--- src/rtl/isa_pkg.sv ---
// isa_pkg -- shared LEGv8 field layout constants and format enum.
//
// Used by the instruction encoder and its immediate range checker.
//   I-type: [31:22] opcode, [21:10] imm12, [9:5] rn, [4:0] rd
//   D-type: [31:21] opcode, [20:12] imm9, [11:10] op2=00, [9:5] rn, [4:0] rt
package isa_pkg;

    localparam int I_IMM_LSB = 10;
    localparam int I_IMM_W   = 12;
    localparam int D_IMM_LSB = 12;
    localparam int D_IMM_W   = 9;
    localparam int OPC_I_W   = 10;
    localparam int OPC_D_W   = 11;
    localparam int REG_W     = 5;
    localparam int RN_LSB    = 5;
    localparam int RD_LSB    = 0;

    // Width of the dropped-input counter and its saturation value.
    localparam int              ERR_W   = 8;
    localparam logic [ERR_W-1:0] ERR_MAX = '1;

    typedef enum logic {
        FMT_I = 1'b0,
        FMT_D = 1'b1
    } fmt_e;

endpackage

--- src/rtl/imm_range_check.sv ---
// imm_range_check -- combinational check that a 64-bit immediate survives
// truncation to its instruction field and sign-extension back.
//
// Ports:
//   imm       in  64 : two's-complement immediate
//   is_d_type in  1  : 1 = 9-bit D-type field, 0 = 12-bit I-type field
//   in_range  out 1  : immediate fits the selected field
module imm_range_check
    import isa_pkg::*;
(
    input  logic [63:0] imm,
    input  logic        is_d_type,
    output logic        in_range
);

    // A value fits an N-bit signed field when bits [63:N-1] are all equal,
    // i.e. all of them are copies of the field's sign bit.
    logic [63-(I_IMM_W-1):0] i_hi;
    logic [63-(D_IMM_W-1):0] d_hi;

    always_comb begin
        i_hi = imm[63:I_IMM_W-1];
        d_hi = imm[63:D_IMM_W-1];
        if (is_d_type) begin
            in_range = (&d_hi) || ~(|d_hi);
        end else begin
            in_range = (&i_hi) || ~(|i_hi);
        end
    end

endmodule

--- src/rtl/instr_encoder.sv ---
// instr_encoder -- streaming LEGv8 instruction encoder.
//
// Packs decoded fields into 32-bit I-type or D-type words, tags each word
// with a sequential instruction-memory word address and buffers it in a
// 2-entry FIFO in front of the memory write port.
//
// Build option: ENC_RANGE_CHECK_EN
//   defined   : out-of-range immediates are accepted but dropped, and
//               counted in err_sticky / err_count (saturating at 255).
//   undefined : immediates are truncated to their field and always written;
//               err_sticky / err_count are tied to 0 and err_clr is ignored.
//
// Ports:
//   clk, reset                : rising-edge clock, synchronous active-high reset
//   in_valid / in_ready       : input handshake; in_ready depends on
//                               registered occupancy only
//   in_is_d_type, in_opcode,
//   in_rn, in_rd, in_imm      : decoded fields (in_rd is Rt for D-type)
//   addr_load, addr_base      : reload the word-address counter
//   out_valid / out_ready     : output handshake
//   out_instr, out_addr       : head-of-FIFO word and its address
//   err_clr, err_sticky,
//   err_count                 : dropped-input status
//
// Handshake: a transfer happens on a rising edge where valid && ready are
// both high; the producer holds its payload stable while valid && !ready.
module instr_encoder
    import isa_pkg::*;
#(
    parameter int ADDR_W = 10
) (
    input  logic              clk,
    input  logic              reset,
    input  logic              in_valid,
    output logic              in_ready,
    input  logic              in_is_d_type,
    input  logic [10:0]       in_opcode,
    input  logic [4:0]        in_rn,
    input  logic [4:0]        in_rd,
    input  logic [63:0]       in_imm,
    input  logic              addr_load,
    input  logic [ADDR_W-1:0] addr_base,
    output logic              out_valid,
    input  logic              out_ready,
    output logic [31:0]       out_instr,
    output logic [ADDR_W-1:0] out_addr,
    input  logic              err_clr,
    output logic              err_sticky,
    output logic [ERR_W-1:0]  err_count
);

    localparam int unsigned DEPTH = 2;

    logic [31:0]       buf_instr [DEPTH];
    logic [ADDR_W-1:0] buf_addr  [DEPTH];
    logic              wr_ptr;
    logic              rd_ptr;
    logic [1:0]        count;
    logic [ADDR_W-1:0] addr_cnt;

    fmt_e              fmt;
    logic [31:0]       word;
    logic              accept;
    logic              in_range;
    logic              push;
    logic              pop;
    logic [ADDR_W-1:0] push_addr;
    logic [ADDR_W-1:0] addr_cnt_next;

`ifdef ENC_RANGE_CHECK_EN
    imm_range_check u_range (
        .imm       (in_imm),
        .is_d_type (in_is_d_type),
        .in_range  (in_range)
    );
`else
    assign in_range = 1'b1;
    // Only the low field bits of the immediate matter when nothing is checked.
    logic unused_inputs;
    assign unused_inputs = ^{in_imm[63:I_IMM_W], err_clr};
`endif

    // Occupancy-only ready: a full buffer refuses input even when it is
    // being popped in the same cycle.
    assign in_ready  = (count < 2'(DEPTH));
    assign out_valid = (count != 2'd0);
    assign out_instr = buf_instr[rd_ptr];
    assign out_addr  = buf_addr[rd_ptr];

    always_comb begin
        fmt  = in_is_d_type ? FMT_D : FMT_I;
        word = '0;
        word[RN_LSB +: REG_W] = in_rn;
        word[RD_LSB +: REG_W] = in_rd;
        case (fmt)
            FMT_D: begin
                word[31 -: OPC_D_W]         = in_opcode[OPC_D_W-1:0];
                word[D_IMM_LSB +: D_IMM_W]  = in_imm[D_IMM_W-1:0];
            end
            default: begin
                word[31 -: OPC_I_W]         = in_opcode[OPC_I_W-1:0];
                word[I_IMM_LSB +: I_IMM_W]  = in_imm[I_IMM_W-1:0];
            end
        endcase
    end

    always_comb begin
        accept    = in_valid && in_ready;
        push      = accept && in_range;
        pop       = out_valid && out_ready;
        // A load in the same cycle as a push gives that word the base address.
        push_addr = addr_load ? addr_base : addr_cnt;
        if (push) begin
            addr_cnt_next = push_addr + ADDR_W'(1);
        end else if (addr_load) begin
            addr_cnt_next = addr_base;
        end else begin
            addr_cnt_next = addr_cnt;
        end
    end

    always_ff @(posedge clk) begin
        if (reset) begin
            wr_ptr   <= 1'b0;
            rd_ptr   <= 1'b0;
            count    <= 2'd0;
            addr_cnt <= '0;
            for (int i = 0; i < DEPTH; i++) begin
                buf_instr[i] <= '0;
                buf_addr[i]  <= '0;
            end
        end else begin
            if (push) begin
                buf_instr[wr_ptr] <= word;
                buf_addr[wr_ptr]  <= push_addr;
                wr_ptr            <= ~wr_ptr;
            end
            if (pop) begin
                rd_ptr <= ~rd_ptr;
            end
            case ({push, pop})
                2'b10:   count <= count + 2'd1;
                2'b01:   count <= count - 2'd1;
                default: count <= count;
            endcase
            addr_cnt <= addr_cnt_next;
        end
    end

`ifdef ENC_RANGE_CHECK_EN
    logic drop;
    assign drop = accept && !in_range;

    // A drop coinciding with err_clr restarts the count at 1.
    always_ff @(posedge clk) begin
        if (reset) begin
            err_sticky <= 1'b0;
            err_count  <= '0;
        end else if (drop) begin
            err_sticky <= 1'b1;
            if (err_clr) begin
                err_count <= ERR_W'(1);
            end else if (err_count != ERR_MAX) begin
                err_count <= err_count + ERR_W'(1);
            end
        end else if (err_clr) begin
            err_sticky <= 1'b0;
            err_count  <= '0;
        end
    end
`else
    assign err_sticky = 1'b0;
    assign err_count  = '0;
`endif

endmodule
--- config.mk ---
export PLATFORM = sky130hd
export DESIGN_NAME = instr_encoder
export DESIGN_NICKNAME = d
export VERILOG_FILES = /design/src/rtl/isa_pkg.sv /design/src/rtl/imm_range_check.sv /design/src/rtl/instr_encoder.sv
export SDC_FILE = /design/constraint.sdc
export NUM_CORES = 1
export LEC_CHECK = 0
export CAP_MARGIN = 10
export CELL_PAD_IN_SITES_DETAIL_PLACEMENT = 1
export CELL_PAD_IN_SITES_GLOBAL_PLACEMENT = 2
export CORE_MARGIN = 5
export CORE_UTILIZATION = 32
export DETAILED_ROUTE_END_ITERATION = 12
export GPL_TIMING_DRIVEN = 0
export PLACE_DENSITY_LB_ADDON = 0.1
export SYNTH_ARGS = -nofsm -noshare
export SYNTH_HDL_FRONTEND = slang
export SYNTH_SLANG_ARGS = --single-unit
--- constraint.sdc ---
create_clock -name clk -period 8.1 [get_ports clk]
set_input_delay 1.62 -clock clk [delete_from_list [all_inputs] [get_ports clk]]
set_output_delay 1.62 -clock clk [all_outputs]
set_load 0.005 [all_outputs]
==> flow_metrics.py <==
metrics = {
    "run_status": {
        "status": "completed",
    },
    "timing": {
        "setup_violations": 0,
        "fin_crit_ns": 4.01,
        "final_hold_viol_count": 0,
        "rsz0062_at_grt": "false",
        "worstMarginPinSlew_ns": 1.02,
        "relSlewSlack_pct": 31.3,
        "fin_tns_setup_ns": 0,
        "finalMaxSlewViolations": 0,
        "timing.fmax_mhz": 249,
        "final.period_utilization_pct": 49.6,
        "fin_worst_skew_ns": 0.00415,
    },
    "global_route": {
        "grtUsageTotal_pct": 13.6,
        "overflow": 0,
        "grt_pass1_wl_um": 17100,
        "grt_pass1_vias": 3230,
        "grt_start_max_net_pins": 31,
        "grt_antenna_before_repair": 0,
    },
    "clock_tree": {
        "post_cts_resized": 0,
        "numCtsBuffers": 9,
        "clk_pin_slew_ns": 0.06,
        "clkLatencyLatePin_ns": 0.35,
        "cts_buffer_depth": 2,
        "postCtsHoldBufs": 0,
        "cts_root_buf": "clkbuf_16",
        "cts_setup_buffers": 0,
        "cts.sinks": 99,
        "cts_max_level": 3,
        "cts_tree": "yes",
    },
    "route": {
        "drt_pre_antenna_iters": 4,
        "dr.first_iter.drc_count": 121,
        "drc": 0,
        "avgRoutedWirePerCell_um": 16.8,
        "routed_wl_um": 10900,
        "num_vias": 3011,
        "postRouteAntennaNets": 0,
        "avgViaCountPerCell": 4.65,
    },
    "critical_path": {
        "path_max_fanout": 10,
        "critical_path.max_stage_delay_ns": 0.56,
        "cp_num_cells": 4,
        "ff2ff_path_depth": 6,
        "worstPathArrival_ns": 2.39,
        "worstSetupStartpointType": "register",
        "slowest_stage": "clkbuf_1",
        "critPathBufInv": 3,
        "cp_top_family": "buffers and inverters",
        "rr_endpoint": "buf_instr[0][13]$_SDFFCE_PN0P_",
        "cp.required_ns": 6.48,
        "crit_type": "reg2out",
        "path_cells": "clkbuf_1 > clkbuf_1 > mux2_2 > clkdlybuf4s50_1",
        "r2r_slack_ns": 6.08,
        "r2r_start": "count[1]$_SDFFE_PP0P_",
        "cp-end-kind": "output pin",
        "crit_top_cell": "clkbuf_1",
    },
    "yosys": {
        "yosysWarnings": 0,
        "synth_top_area_share_pct": 55.4,
        "synthFlopType": "edfxtp_1",
        "synth_top_area_cell": "edfxtp_1",
        "ys_ff_latch": 99,
        "synth_cell_type_count": 40,
        "synth-edff-count": 84,
        "synth.area.top_cells": "edfxtp_1 55%, mux2_2 11%, dfxtp_1 6.6%",
        "synth.avg_cell_area_sq_um": 13.0,
        "syn_area_sq_um": 4550,
        "synthCells": 350,
        "synthArstFlopShare_pct": 0,
        "synth_seq_area_share_pct": 62.0,
    },
    "floorplanning": {
        "pin_count": 155,
        "rows": 43,
        "die_area_sq_um": 16700,
        "core_sq_um": 13900,
        "die_w_um": 129,
        "initial_core_util_pct": 32.7,
        "die_y_um": 129,
    },
    "power": {
        "total_power_uw": 1610,
        "power.internal_uw": 1180,
        "p_sw_share_pct": 26.6,
        "power_frac_seq_pct": 42.1,
        "netSwitchingPower_uw": 428,
        "leakage_uw": 0.00234,
        "comb_power_share_pct": 31.8,
        "peakVddDrop_mv": 0.127,
        "power_density_nw_per_um2": 265,
        "clockPowerShare_pct": 26.1,
    },
    "final_layout": {
        "fin_nets": 566,
        "syn_to_final_growth_pct": 33.0,
        "nFillCells": 1488,
        "final_util_pct": 43.5,
        "diodes": 0,
        "multi_input_area_sq_um": 1600,
        "regArea_sq_um": 2820,
        "final_layout_size_suffix_gt1_share_pct": 17.3,
    },
    "placed_design": {
        "gp_congestion": 0.707,
        "io_buffer_count": 91,
        "dp_hpwl_um": 7890,
    },
    "worst_hold_path": {
        "holdPathStages": 2,
        "hp-class": "reg2reg",
        "hold_path_end": "rd_ptr$_SDFFE_PP0P_",
        "hold_path.startpoint": "rd_ptr$_SDFFE_PP0P_",
    },
    "run": {
        "maxCapViolations": 0,
    },
}
[power groups by stage]
| stage | Clock, uW | Sequential [uW] | Combinational, uW |
|---|---|---|---|
| 6_report | 419 | 676 | 512 |
| 5_1_grt | 456 | 683 | 561 |
| 4_1_cts | 430 | 678 | 529 |
| 3_5_place_dp | 0 | 689 | 525 |
| 3_3_place_gp | 0 | 690 | 512 |
| 2_1_floorplan | 0 | 682 | 255 |
[cell usage in the layout, fill, tap and decap left out, types with 11 or more instances in the layout]
cell | Yosys | layout
edfxtp_1 | 84 | 84
and3_1 | 11 | 11
mux2i_1 | 28 | 28
clkbuf_1 | 14 | 15
nor2_1 | 75 | 75
mux2_2 | 43 | 43
dfxtp_1 | 15 | 15
and2_1 | 12 | 12
clkdlybuf4s50_1 | 0 | 91
[worst min-delay path: stages (launching register included)]
cell,delay [ns]
dfxtp_1,0.32
xnor2_1,0.09
nor2_1,0.07
[layout make-up]
cell class	count	share of cell area (%)
Sequential cell	99	46.6
Clock buffer	10	3.78
Multi-Input combinational cell	226	26.4
Tap cell	180	3.72
Inverter	3	0.186
Buffer	30	2.70
Clock inverter	6	0.929
Timing Repair Buffer	93	15.7
[flip-flops by register name, summed over array words and instances (netlist names), named ones only]
| register | cells |
|---|---|
| wr_ptr | 1 |
| addr_cnt | 10 |
| count | 2 |
| buf_instr | 64 |
| buf_addr | 20 |
| rd_ptr | 1 |
[Yosys cell counts (5+ instances only)]
library cell	number
buf_4	9
nor2_1	75
mux2i_1	28
edfxtp_1	84
and2_1	12
mux2_2	43
clkbuf_1	14
nor3_1	5
a21oi_1	5
dfxtp_1	15
and3_1	11
[routing by layer]
layer / vias up / share of wire, % / track usage (%)
met2: 63 / 51 / 22.8
met4: 0 / 1.6 / 5.00
met3: 11 / 4.5 / 2.80
li1: 1458 / - / -
met1: 1479 / 43 / 17.3
met5: - / 0 / 0
[stage by stage]
step                      hold slack (ns)  cells  area, sq um  worst slack [ns]
after global routing                0.583    647         6060              3.97
final                               0.515    647         6060              4.09
after CTS                           0.525    647         6060              4.03
after detailed placement            0.509    631         5770              4.31
after global placement              0.501    629         5720              1.88
after floorplan                     0.481    358         4580              3.83
[how the worst max path moves through the flow]
stage / startpoint / endpoint
finish: register / out_instr[16]
global route: register / out_instr[16]
CTS: register / out_instr[26]
detailed placement: in_valid / buf_instr[1][22]$_SDFFCE_PN0P_
global placement: in_valid / buf_instr[0][22]$_SDFFCE_PN0P_
floorplan: in_valid / buf_addr[0][0]$_SDFFCE_PN0P_
[kinds of logic after synthesis]
logic type	after synthesis	share of synthesized area, %
adders and majority gates	2	0.549
muxes	73	17.4
DFF	99	62.0
and+or+nand+nor	120	12.7
xor gates and xnor gates	8	1.54
other	1	0.0823
buffers and inverters	33	3.85
AOI/OAI and AO/OA	14	1.92
No activity file was read; power rests on OpenSTA's default activity.
